<file path="src/rtl/conv_pkg.sv">
// Shared types and address-field geometry for the convolution tile loader.
package conv_pkg;

  typedef enum logic [2:0] {
    StIdle,
    StLoadInput,
    StLoadKernel,
    StLoadOverlap,
    StWaitCompute
  } load_state_t;

  // Address field widths for each on-chip store.
  localparam int unsigned INPUT_ADDR_W   = 14;
  localparam int unsigned KERNEL_ADDR_W  = 9;
  localparam int unsigned OVERLAP_ADDR_W = 8;

  // wr_addr bit that steers int_mem_we to kernel_mem instead of input_mem.
  localparam int unsigned KERNEL_SEL_BIT = 15;

endpackage

</file>
<file path="src/rtl/load_addr_counter.sv">
// Up-counter with synchronous clear, enable and terminal-count flag.
// Shared by every load phase; the caller supplies the last index of the phase.
module load_addr_counter #(
  parameter int unsigned Width = 14
) (
  input  logic             i_clk,
  input  logic             i_arst_n,
  input  logic             i_clr,
  input  logic             i_en,
  input  logic [Width-1:0] i_last,
  output logic [Width-1:0] o_count,
  output logic             o_tc
);

  logic [Width-1:0] r_count;

  // Clear wins over enable so a phase change always restarts at zero.
  always_ff @(posedge i_clk or negedge i_arst_n) begin
    if (!i_arst_n) begin
      r_count <= '0;
    end else if (i_clr) begin
      r_count <= '0;
    end else if (i_en) begin
      r_count <= r_count + 1'b1;
    end
  end

  assign o_count = r_count;
  assign o_tc    = (r_count == i_last);

endmodule

</file>
<file path="src/rtl/tile_load_sequencer.sv">
// Tile load sequencer: accepts a host word stream, generates store addresses
// and write strobes in a fixed input -> kernel -> overlap order, then hands the
// tile to compute via data_ready until fsm_done.
module tile_load_sequencer
  import conv_pkg::*;
#(
  parameter int unsigned IO_DATA_WIDTH = 16,
  parameter int unsigned INPUT_WORDS   = 16384,
  parameter int unsigned KERNEL_WORDS  = 512,
  parameter int unsigned OVERLAP_WORDS = 256
) (
  input  logic                     clk,
  input  logic                     arst_n_in,
  input  logic                     start,
  input  logic                     skip_kernel,
  input  logic [IO_DATA_WIDTH-1:0] b_input,
  input  logic                     b_valid,
  output logic                     b_ready,
  output logic [IO_DATA_WIDTH-1:0] wr_addr,
  output logic [IO_DATA_WIDTH-1:0] wr_data,
  output logic                     int_mem_we,
  output logic                     overlap_cache_we,
  output logic                     data_ready,
  input  logic                     fsm_done,
  output logic                     busy,
  output logic [15:0]              tile_count
);

  localparam logic [INPUT_ADDR_W-1:0] InputLast   = INPUT_ADDR_W'(INPUT_WORDS - 1);
  localparam logic [INPUT_ADDR_W-1:0] KernelLast  = INPUT_ADDR_W'(KERNEL_WORDS - 1);
  localparam logic [INPUT_ADDR_W-1:0] OverlapLast = INPUT_ADDR_W'(OVERLAP_WORDS - 1);

  load_state_t r_state, w_state_next;
  logic        r_skip_kernel;

  logic                     w_accept;
  logic                     w_phase_done;
  logic                     w_cnt_clr;
  logic                     w_cnt_tc;
  logic [INPUT_ADDR_W-1:0]  w_cnt;
  logic [INPUT_ADDR_W-1:0]  w_cnt_last;
  logic [IO_DATA_WIDTH-1:0] w_addr;

  logic [IO_DATA_WIDTH-1:0] r_wr_addr;
  logic [IO_DATA_WIDTH-1:0] r_wr_data;
  logic                     r_int_we;
  logic                     r_ov_we;
  logic                     r_data_ready;
  logic [15:0]              r_tile_count;

  assign b_ready = (r_state == StLoadInput) || (r_state == StLoadKernel) ||
                   (r_state == StLoadOverlap);
  assign w_accept     = b_valid && b_ready;
  assign w_phase_done = w_accept && w_cnt_tc;

  load_addr_counter #(
    .Width (INPUT_ADDR_W)
  ) u_counter (
    .i_clk    (clk),
    .i_arst_n (arst_n_in),
    .i_clr    (w_cnt_clr),
    .i_en     (w_accept),
    .i_last   (w_cnt_last),
    .o_count  (w_cnt),
    .o_tc     (w_cnt_tc)
  );

  // Last word index of the phase currently loading.
  always_comb begin
    w_cnt_last = InputLast;
    case (r_state)
      StLoadKernel:  w_cnt_last = KernelLast;
      StLoadOverlap: w_cnt_last = OverlapLast;
      default:       w_cnt_last = InputLast;
    endcase
  end

  // Next state and counter clear on every phase change.
  always_comb begin
    w_state_next = r_state;
    w_cnt_clr    = 1'b0;
    case (r_state)
      StIdle: begin
        if (start) begin
          w_state_next = StLoadInput;
          w_cnt_clr    = 1'b1;
        end
      end
      StLoadInput: begin
        if (w_phase_done) begin
          w_state_next = r_skip_kernel ? StLoadOverlap : StLoadKernel;
          w_cnt_clr    = 1'b1;
        end
      end
      StLoadKernel: begin
        if (w_phase_done) begin
          w_state_next = StLoadOverlap;
          w_cnt_clr    = 1'b1;
        end
      end
      StLoadOverlap: begin
        if (w_phase_done) begin
          w_state_next = StWaitCompute;
          w_cnt_clr    = 1'b1;
        end
      end
      StWaitCompute: begin
        // A coincident start is dropped; the host must re-issue it.
        if (fsm_done) begin
          w_state_next = StIdle;
        end
      end
      default: w_state_next = StIdle;
    endcase
  end

  // State register and skip_kernel latch captured with start.
  always_ff @(posedge clk or negedge arst_n_in) begin
    if (!arst_n_in) begin
      r_state       <= StIdle;
      r_skip_kernel <= 1'b0;
    end else begin
      r_state <= w_state_next;
      if ((r_state == StIdle) && start) begin
        r_skip_kernel <= skip_kernel;
      end
    end
  end

  // Map the shared counter onto the field layout of the active store.
  always_comb begin
    w_addr = '0;
    case (r_state)
      StLoadInput: begin
        w_addr[INPUT_ADDR_W-1:0] = w_cnt;
      end
      StLoadKernel: begin
        w_addr[KERNEL_ADDR_W-1:0] = w_cnt[KERNEL_ADDR_W-1:0];
        w_addr[KERNEL_SEL_BIT]    = 1'b1;
      end
      StLoadOverlap: begin
        w_addr[OVERLAP_ADDR_W-1:0] = w_cnt[OVERLAP_ADDR_W-1:0];
      end
      default: w_addr = '0;
    endcase
  end

  // One-cycle write pipeline: strobe only in the cycle after an accepted word.
  always_ff @(posedge clk or negedge arst_n_in) begin
    if (!arst_n_in) begin
      r_wr_addr <= '0;
      r_wr_data <= '0;
      r_int_we  <= 1'b0;
      r_ov_we   <= 1'b0;
    end else begin
      r_int_we <= w_accept && (r_state != StLoadOverlap);
      r_ov_we  <= w_accept && (r_state == StLoadOverlap);
      if (w_accept) begin
        r_wr_addr <= w_addr;
        r_wr_data <= b_input;
      end
    end
  end

  // data_ready rises only once the final overlap write has been issued.
  always_ff @(posedge clk or negedge arst_n_in) begin
    if (!arst_n_in) begin
      r_data_ready <= 1'b0;
      r_tile_count <= '0;
    end else if (r_state == StWaitCompute) begin
      if (fsm_done) begin
        r_data_ready <= 1'b0;
        r_tile_count <= r_tile_count + 1'b1;
      end else if (r_ov_we) begin
        r_data_ready <= 1'b1;
      end
    end
  end

  assign wr_addr          = r_wr_addr;
  assign wr_data          = r_wr_data;
  assign int_mem_we       = r_int_we;
  assign overlap_cache_we = r_ov_we;
  assign data_ready       = r_data_ready;
  assign busy             = (r_state != StIdle);
  assign tile_count       = r_tile_count;

endmodule

</file>
<file path="config.mk">
export PLATFORM = sky130hd
export DESIGN_NAME = tile_load_sequencer
export DESIGN_NICKNAME = d
export VERILOG_FILES = /design/src/rtl/conv_pkg.sv /design/src/rtl/load_addr_counter.sv /design/src/rtl/tile_load_sequencer.sv
export SDC_FILE = /design/constraint.sdc
export NUM_CORES = 1
export LEC_CHECK = 0
export ABC_AREA = 1
export ABC_CLOCK_PERIOD_IN_PS = 2000
export CAP_MARGIN = 20
export CORE_ASPECT_RATIO = 0.9
export CORE_MARGIN = 2
export CORE_UTILIZATION = 32
export CTS_CLUSTER_SIZE = 12
export DETAILED_ROUTE_END_ITERATION = 10
export PLACE_DENSITY_LB_ADDON = 0.3
export SLEW_MARGIN = 20
export SYNTH_ARGS = -nofsm -noshare
export SYNTH_HDL_FRONTEND = slang
export SYNTH_SLANG_ARGS = --single-unit
</file>
<file path="constraint.sdc">
create_clock -name clk -period 2 [get_ports clk]
set_input_delay 0.4 -clock clk [delete_from_list [all_inputs] [get_ports clk]]
set_output_delay 0.4 -clock clk [all_outputs]
set_load 0.05 [all_outputs]
</file>
==> run metrics, run 1 <==
vias in the first global route 2657; Fmax achieved 509 MHz; global routing met1 resource utilization 20.0%; Crit path max-delay family buffers and inverters; router iterations before antenna repair 5; most used routing layer met2; met3 Use GR 4.11%; average vias per placed instance 4.49; Yosys top cell area share 51.5%; post-synth top area cell dfrtp_1; Seq cells post-synth 68; DRT antenna net count 0; CTS tree yes; clock transition at the registers of the reported paths 60 ps; DP Area 0.00420 mm²; R2R depth 10; register area 0.00170 mm²; Worst Path Arrival 1570 ps; Global Route Usage Sum 14.4%; largest family of logic cells by synthesized area simple AND/OR/NAND/NOR gates; Final period util 98.3%; endpoint class of the critical path output pin; status complete, no violations; Adder-Cell Fraction of Synth Area 0.758%; Worst Path Required 1600 ps; Mapped Avg Cell Area 8.49 µm²; most common cell after layout, fill and taps aside nand2_1; DR vias 2727; slew margin rel. 65.4%; reg2reg start r_state[0]; leak pwr 2.19 nW; Net Count, Synth 413; Detailed Route WL 7800 µm; layout cells sized above 1 14.0%; CTS hold repair buffers 0; Cells after Synth 389; sequential share of power 40.0%; type of the worst min-delay path input pin to async pin; GPL Wtd Cong 0.876; TNS Setup 0 ps; Final Hold Violating Endpoints 0; clock power share 33.0%; Logic pwr share 27.0%; XOR/XNOR Fraction of Synth Area 4.77%; met2 Use GR 22.2%; clock buffer depth 2; CTS H-tree depth 3; VDD IR max 614 µV; post-synthesis mux area share 0.341%; GRT Residual Overflow 0; total CTS buffers 9; filler instances 985; DP HPWL 5610 µm; Initial Util 32.5%; top cells by area, synth dfrtp_1 52%, nand2_1 15%, inv_1 4.0%, xor2_1 3.4%, nor2_1 3.2%; Startpoint Class register; ant diodes 0; CP Cell Sequence clkdlybuf4s50_1; Syn-to-layout area delta 35.9%; switch share 36.6%; Final min period 1970 ps; Worst R2R End tile_count[12]; Die Ht 100 µm; row cnt 35; Crit-path slowest cell clkdlybuf4s50_1; first-pass GRT wire length 13000 µm; Synth Area in Simple Gates 31.0%; DR iter-0 viols 163; area of the multi-input gates 0.00138 mm²; worst reg-to-reg setup slack 340 ps; warnings from Yosys 0; Die Wd 111 µm; Setup Buffers After CTS 0; WP buf/inv 1; Pint 2.86 mW; Synth cell types 36; post-synthesis cell area 0.00330 mm²; CTS Root Cell clkbuf_16; Final #Nets 497; Std-Cell Core Area 0.0102 mm²; setup violators final 0; clock skew 8.44 ps; MaxCap Viol Count 0; Worst-Skew Late Latency 320 ps; buffers added on ports 73; Slew @ Worst Pin 518 ps; pin count of the biggest net entering global routing 69; post-synthesis compound-gate area fraction 4.93%; crit-path max FO 4; I/O pin total 75; initial antenna violation count 0; total die area 0.0111 mm²; most frequent cells in the layout 130 x nand2_1, 68 x dfrtp_1, 56 x clkdlybuf4s50_1; CP Class register to output pin; cell area after layout 0.00449 mm²; sequential share of the synthesized area 51.5%; slowest stage delay, CP 830 ps; pwr dens 1010 mW/mm²; drt drc 0; P_sw 1.65 mW; Sink Count 68; unrepaired setup endpoints after global routing false; post-DR wirelength/cell 12.8 µm; Slew Limit Fails 0
kinds of logic after synthesis:
| kind of cell | Yosys count |
|---|---|
| AO/OA/AOI/OAI | 30 |
| XOR/XNOR | 18 |
| adder cells (fa/ha/maj) | 2 |
| buffers and inverters | 48 |
| flip-flops | 68 |
| multiplexers | 1 |
| other | 1 |
| AND/OR/NAND/NOR | 221 |
per-stage QoR:
stage | power (mW) | util, % | std cells | setup WS (ps) | hold slack, ps
4_1_cts | 4.57 | 44.1 | 607 | 12.4 | 94.7
3_5_place_dp | 3.05 | 41.3 | 591 | 36.6 | 451
5_1_grt | 4.77 | 44.2 | 607 | 3.50 | 116
3_3_place_gp | 3.03 | 41.3 | 591 | 149 | 447
6_report | 4.52 | 44.2 | 607 | 34.8 | 82.7
2_1_floorplan | 2.59 | - | 389 | 25.0 | 104
synthesized netlist by cell type:
cell,n
a21oi_1,8
a22o_1,1
buf_2,3
buf_4,2
buf_6,3
clkbuf_1,2
conb_1,1
dfrtp_1,68
ha_1,2
inv_1,35
inv_2,2
inv_4,1
mux2_2,1
nand2_1,130
nand2_2,4
nand2_4,2
nand3_1,15
nand3_2,1
nand3b_1,2
nand4_1,10
nand4_2,2
nand4_4,1
nor2_1,28
nor2_2,7
nor2_4,1
nor2_8,1
nor3_1,12
nor3_2,2
o21a_1,1
o21ai_0,8
o21ai_1,11
o21bai_2,1
or2_0,1
or2_2,2
xnor2_1,5
xor2_1,13
metal layers:
layer  wire length [µm]  up-vias
met5                  0        -
met4                 41        0
met3                393        2
met2               3530       66
met1               3830     1263
li1                   -     1396
sequential cells by signal (all words and copies together), names as in the netlist:
signal	flops
data_ready	1
int_mem_we	1
overlap_cache_we	1
r_skip_kernel	1
r_state	3
tile_count	16
u_counter.o_count	14
wr_addr	15
wr_data	16
timing repair:
item | in CTS | in global routing
cloned | 0 | 0
setup endpoints to repair | 1 | 3
hold endpoints to repair | 0 | 0
resized for setup | 1 | 3
area by class of cell:
class,instances,area share (%)
sequential,68,37.9
multi-input combinational,273,30.8
timing repair buffer,83,18.2
clock buffer,9,5.02
tap,129,3.60
inverter,38,3.23
clock inverter,7,1.23
power groups by stage:
stage	clock, mW	sequential (mW)	combinational, mW
2_1_floorplan	0	2.14	0.446
3_3_place_gp	0	1.82	1.22
3_5_place_dp	0	1.82	1.22
4_1_cts	1.54	1.80	1.23
5_1_grt	1.60	1.83	1.34
6_report	1.49	1.81	1.22
how the worst max path moves through the flow:
stage                              from                    to  slack, ps  depth (start not counted)
after global placement          b_valid            r_state[0]        150                          8
after global routing      tile_count[1]         tile_count[1]          4                          1
final                     tile_count[1]         tile_count[1]         30                          1
after floorplan              r_state[0]  u_counter.o_count[7]         30                          8
after detailed placement        b_valid            r_state[0]         40                          8
after CTS                 tile_count[0]         tile_count[0]         10                          1
Power figures use the tool's default switching activity.
==> run 2, diff against run 1 <==
Settings changed: SETUP_SLACK_MARGIN set to 0.1, SYNTH_HIERARCHICAL set to 1.
==> run 2 against run 1 <==
The run now ends with setup timing left; register-to-register slack got worse by 390 ps; critical path depth up 13; sequential power is 8% higher; clock skew is 3.8 ps lower; clock-buffer cell count increased by 3; combinational power grew to 2.8 times the previous value; synthesized cell count up 15%; critical path type is now register to register; critical endpoint is now u_counter/o_count[12]; highest routed layer unchanged.
==> run metrics, run 2 <==
status finished with violations; failing checks setup timing; row cnt 36 (+2.9%); Synth Area in Simple Gates 35.2% (+4.2 points); Worst Path Required 2210 ps (+610 ps); ys async rst share 100% (unchanged); clock transition at the registers of the reported paths 50 ps (about the same); Post-synth EDFFs 0 (unchanged); top cells by area, synth dfrtp_1 49%, nand2_1 19%, inv_1 5.0%, nor2_1 3.9%, nand3_1 3.8%; Worst R2R End u_counter/o_count[12]; metal3 WL 313 µm (-20%); Detailed Route WL 8660 µm (+11%); Final period util 102% (+4.1 points); met1 wire length 3780 µm (-1.4%); Syn-to-layout area delta 46.0%; MaxCap Viol Count 0 (unchanged); ant diodes 0 (unchanged); Place WS -32.8 ps (-69.3 ps); Die Ht 103 µm (+2.3%); Hold WS 18.2 ps (-64.4 ps); drt drc 0 (unchanged); Synth cell types 28 (-22%); pin count of the biggest net entering global routing 32 (-54%); Mapped Avg Cell Area 7.76 µm² (-8.6%); Slew @ Worst Pin 516 ps (-1.39 ps); Setup WS post-layout -47.1 ps (-81.9 ps); endpoint class of the critical path register; router iterations before antenna repair 4 (-1); metal2 WL 4480 µm (+27%); Std-Cell Core Area 0.0107 mm² (+5.1%); type of the worst min-delay path input pin to async pin; total CTS buffers 9 (unchanged); I/O pin total 75 (unchanged); DR vias 3162 (+16%); DR iter-0 viols 150 (-8.0%); sequential share of the synthesized area 49.2% (-2.3 points); filler instances 1024 (+4.0%); Yosys top cell area share 49.2% (-2.3 points); Fmax achieved 489 MHz (-4.0%); Die Wd 114 µm (+2.3%); buffers added on ports 73 (unchanged); DRT antenna net count 0 (unchanged); Initial Util 32.4% (-0.093 points); TNS Setup -217 ps (-217 ps); largest family of logic cells by synthesized area simple AND/OR/NAND/NOR gates; worst setup path endpoint u_counter/o_count[12]; most common cell after layout, fill and taps aside nand2_1; vias in the first global route 3026 (+14%); Slew Limit Fails 0 (unchanged); initial antenna violation count 0 (unchanged); warnings from Yosys 6 (+6); CTS Root Cell clkbuf_16; R2R depth 14 (+4); post-DR wirelength/cell 12.3 µm (-4.0%); post-synthesis cell area 0.00346 mm² (+4.8%); Final #Nets 588 (+18%); layout cells sized above 1 17.8% (+3.7 points); GRT Residual Overflow 0 (unchanged); average vias per placed instance 4.50 (+0.26%); leak pwr 2.85 nW (+30%); Seq cells post-synth 68 (unchanged); post-synth top area cell dfrtp_1; GPL Wtd Cong 0.859 (-2.0%); XOR/XNOR Fraction of Synth Area 4.05% (-0.72 points); most frequent cells in the layout 172 x nand2_1, 67 x dfrtp_1, 43 x inv_1; most frequent cell after synthesis nand2_1; Startpoint Class register; post-layout util 47.3% (+3.2 points); Worst Path Arrival 2260 ps (+690 ps); VDD IR max 421 µV (-31%); Final Hold Violating Endpoints 0 (unchanged); post-synthesis mux area share 0% (-0.34 points); CTS H-tree depth 3 (unchanged); unrepaired setup endpoints after global routing true; total die area 0.0117 mm² (+4.6%); Sink Count 68 (unchanged); Global Route Usage Sum 15.4% (+1.0 points); Worst-Skew Late Latency 330 ps (about the same); first-pass GRT wire length 14100 µm (+8.9%); synth cell count leaders 177 x nand2_1, 68 x dfrtp_1, 46 x inv_1, 36 x nor2_1, 26 x nand3_1; Final min period 2050 ps (+81.9 ps); setup violators final 8 (+8); clock skew 4.68 ps (-3.75 ps); CP Class register to register; Cells after Synth 446 (+15%); reg2reg start r_state[2]; clock buffer depth 2 (unchanged); crit-path max FO 8 (+4); CTS hold repair buffers 0 (unchanged); Power Total 7.02 mW (+55%); Top Layer Used met4; Adder-Cell Fraction of Synth Area 0.723% (-0.035 points); DP HPWL 6250 µm (+11%); CTS tree yes; pwr dens 1390 mW/mm² (+38%); top_reg_cell synth dfrtp_1; Setup crit start r_state[2]; worst reg-to-reg setup slack -50 ps (-390 ps); post-synthesis compound-gate area fraction 3.69% (-1.2 points); slew margin rel. 65.5% (+0.14 points)
## run 2: changes by cell type in the layout (fill, tap and decap cells not counted), sizes merged, moves of 16 or more
cell,change
nand2,+44
buf,+16
clkdlybuf4s50,-32
dlygate4sd2,+19
dlymetal6s2s,+18
## run 2: worst min path at each step
stage,startpoint,endpoint,depth (start not counted)
floorplan,arst_n_in,data_ready,0
global placement,arst_n_in,wr_data[9],1
detailed placement,arst_n_in,wr_data[9],1
CTS,arst_n_in,wr_data[9],1
global route,arst_n_in,wr_data[9],1
finish,arst_n_in,wr_data[6],1
## run 2: critical path, cell delays in order (launching register included)
cell        delay (ps)
dfrtp_1            400
inv_4               90
nand2_8             70
nor2_4              90
inv_2               50
xor2_2             150
a21oi_2            140
nand3_1             90
nor2_1              90
nand2_1             80
nand2_2            100
buf_4              170
clkinvlp_4         190
nand4_1            150
nand2_1             50
## run 2: cell type report
cell class / instances / area, µm² / area share, %
Inverter: 48 / 186 / 3.69
Clock buffer: 12 / 246 / 4.88
Sequential cell: 68 / 1700 / 33.7
Clock inverter: 4 / 72.6 / 1.44
Timing Repair Buffer: 104 / 1000 / 19.8
Timing Repair inverter: 1 / 7.51 / 0.149
Multi-Input combinational cell: 332 / 1670 / 33.0
Tap cell: 133 / 166 / 3.29
## run 2: kinds of logic after synthesis
kind of cell / count (synthesis)
fa+ha+maj: 2
compound gates: 25
other cells: 2
xor+xnor: 16
buf+inv: 58
simple gates: 275
flops: 68
## run 2: what timing repair did
item                                   CTS  global route
endpoints found under the hold margin    0             0
gates cloned                             1             0
resized for setup                       29            39
buffers inserted                         3             3
setup endpoints to repair               34            40
pin swaps                                4             7
## run 2: routing by layer
layer  up-vias  GRT usage (%)
li1       1596              -
met4         0           6.10
met5         -              0
met3        11           3.17
met1      1494           18.9
met2        61           26.9
## run 2: where the power goes
group          internal, mW  leakage, nW  switching (mW)  total [mW]
logic                  1.14         1.81            2.23        3.37
clock network          1.12        0.153           0.571        1.69
registers              1.72        0.888           0.238        1.95
## run 2: through the flow
step                std cells  cell area [µm²]
floorplan                 458             3540
global placement          681             4570
detailed placement        681             4570
CTS                       701             4930
global route              702             5050
finish                    702             5050
==> run 3, diff against run 2 <==
Settings changed: CTS_BUF_LIST set to sky130_fd_sc_hd__clkbuf_16, GPL_ROUTABILITY_DRIVEN set to 0, TNS_END_PERCENT set to 1.
==> run 3 against run 2 <==
The flow still finishes with violations (setup timing); register-to-register slack better by 50 ps; combinational power down 3%; routed wire length fell by 1.3%; maximum frequency is 2.3% higher; first-iteration DRC count shrank 3.3%; non-clock buffer count is 3 lower; total power down 3.5%; highest routed layer unchanged.
==> run metrics, run 3 (same netlist as run 2, synthesis figures left out) <==
Final min period 2000 ps (-46.5 ps); Non-Filler Instances 699 (-0.43%); Worst Path Arrival 2220 ps (-40 ps); first-pass GRT wire length 14200 µm (about the same); filler instances 1043 (+1.9%); Worst Path Required 2220 ps (about the same); failing checks setup timing; Die Ht 103 µm (unchanged); Startpoint Class register; Syn-to-layout area delta 43.2%; reg2reg start r_state[2]; crit-path max FO 9 (+1); clock transition at the registers of the reported paths 60 ps (about the same); status finished with violations; Final period util 100% (-2.3 points); Die Wd 114 µm (unchanged); DP HPWL 6120 µm (-2.0%); DR vias 3127 (-1.1%); Worst-Skew Late Latency 330 ps (about the same); R2R depth 15 (+1); Sink Count 68 (unchanged); CP Class register to register; MaxCap Viol Count 0 (unchanged); endpoint class of the critical path register; GRT Residual Overflow 0 (unchanged); drt drc 0 (unchanged); post-DR wirelength/cell 12.2 µm (-0.92%); Slew Limit Fails 0 (unchanged); layout cells sized above 1 15.9% (-1.8 points); type of the worst min-delay path input pin to async pin; register area 0.00170 mm² (unchanged); pwr dens 1370 mW/mm² (-1.6%); Place WS -38.1 ps (-5.30 ps); Power Total 6.77 mW (-3.5%); DP Area 0.00458 mm² (+0.22%); initial antenna violation count 0 (unchanged); Worst R2R End u_counter/o_count[10]; row cnt 36 (unchanged); Final Hold Violating Endpoints 0 (unchanged); post-layout util 46.4% (-0.93 points); Initial Util 32.4% (unchanged); Setup WS post-layout -0.517 ps (+46.5 ps); total CTS buffers 9 (unchanged); CTS tree yes; clock buffer depth 2 (unchanged); router iterations before antenna repair 4 (unchanged); most frequent cells in the layout 174 x nand2_1, 67 x dfrtp_1, 43 x inv_1; DRT antenna net count 0 (unchanged); Slew @ Worst Pin 518 ps (+1.73 ps); Detailed Route WL 8540 µm (-1.3%); ant diodes 0 (unchanged); unrepaired setup endpoints after global routing true; Global Route Usage Sum 15.2% (-0.16 points); most common cell after layout, fill and taps aside nand2_1; vias in the first global route 3091 (+2.1%); Cell Count Post-Placement 681 (unchanged); pin count of the biggest net entering global routing 69 (+120%); I/O pin total 75 (unchanged); Std-Cell Core Area 0.0107 mm² (unchanged); worst reg-to-reg setup slack -0.5 ps (+50 ps); average vias per placed instance 4.47 (-0.68%); buffers added on ports 73 (unchanged); area of the multi-input gates 0.00162 mm² (-2.9%); VDD IR max 495 µV (+17%); total die area 0.0117 mm² (unchanged); clock skew 5.78 ps (+1.09 ps); DR iter-0 viols 145 (-3.3%); cell area after layout 0.00495 mm² (-2.0%); CTS Root Cell clkbuf_16; Final #Nets 585 (-0.51%); setup violators final 1 (-7); slew margin rel. 65.4% (-0.12 points); Fmax achieved 500 MHz (+2.3%); CTS H-tree depth 3 (unchanged); CTS hold repair buffers 0 (unchanged); leak pwr 2.80 nW (-1.7%)
==> run 3: worst max-delay path, stage by stage (launching register included) <==
cell and delay, ps:
dfrtp_1 400, inv_4 90, nand2_8 70, or2_2 290, a21oi_2 110, nand3_1 90
nor2_1 90, nand2_1 80, nand2_2 110, nor2_4 60, nor2_4 130, nand3_2 80
nor2_2 110, nand2_1 60, nand2_1 50, nor2_1 40
==> run 3: timing repair <==
action | CTS | global route
setup endpoints to repair | 40 | 34
setup buffers | 1 | 0
pin swaps | 9 | 5
cloned | 0 | 1
resized for setup | 35 | 25
==> run 3: metrics by stage <==
stage	hold slack (ps)	setup TNS [ps]
after CTS	98.7	0
after floorplan	104	-49.0
after detailed placement	454	-69.7
after global routing	120	-1560
final	77.6	-0.517
after global placement	455	0
==> run 3: final cells by class <==
cell class                      instances  area share [%]
Inverter                               48            3.76
Timing Repair Buffer                  101            19.7
Clock inverter                          7            1.36
Multi-Input combinational cell        332            32.7
Timing Repair inverter                  1           0.152
Tap cell                              133            3.36
Sequential cell                        68            34.4
Clock buffer                            9            4.55
==> run 3: worst max-delay path by stage <==
stage / from / endpoint / slack, ps
final: r_state[2] / u_counter/o_count[10] / -0.5
after global routing: r_state[2] / u_counter/o_count[10] / -160
after CTS: r_state[2] / u_counter/o_count[7] / 4
after detailed placement: b_valid / u_counter/o_count[11] / -40
after global placement: b_valid / u_counter/o_count[11] / 0.1
after floorplan: r_state[2] / u_counter/o_count[11] / -30
==> run 3: where the power goes <==
group          total, mW  switching [mW]  internal (mW)
clock               1.56           0.604          0.957
sequential          1.94           0.226           1.72
combinational       3.27            2.19           1.08
==> run 3: per-layer routing <==
metal | routed length [µm] | part of all wire, % | global-route usage (%) | vias up
met5 | 0 | 0 | 0 | -
met4 | 106 | 1.2 | 5.16 | 0
met3 | 340 | 4.0 | 4.06 | 9
met2 | 4340 | 51 | 27.3 | 47
met1 | 3750 | 44 | 17.9 | 1480
li1 | - | - | - | 1591
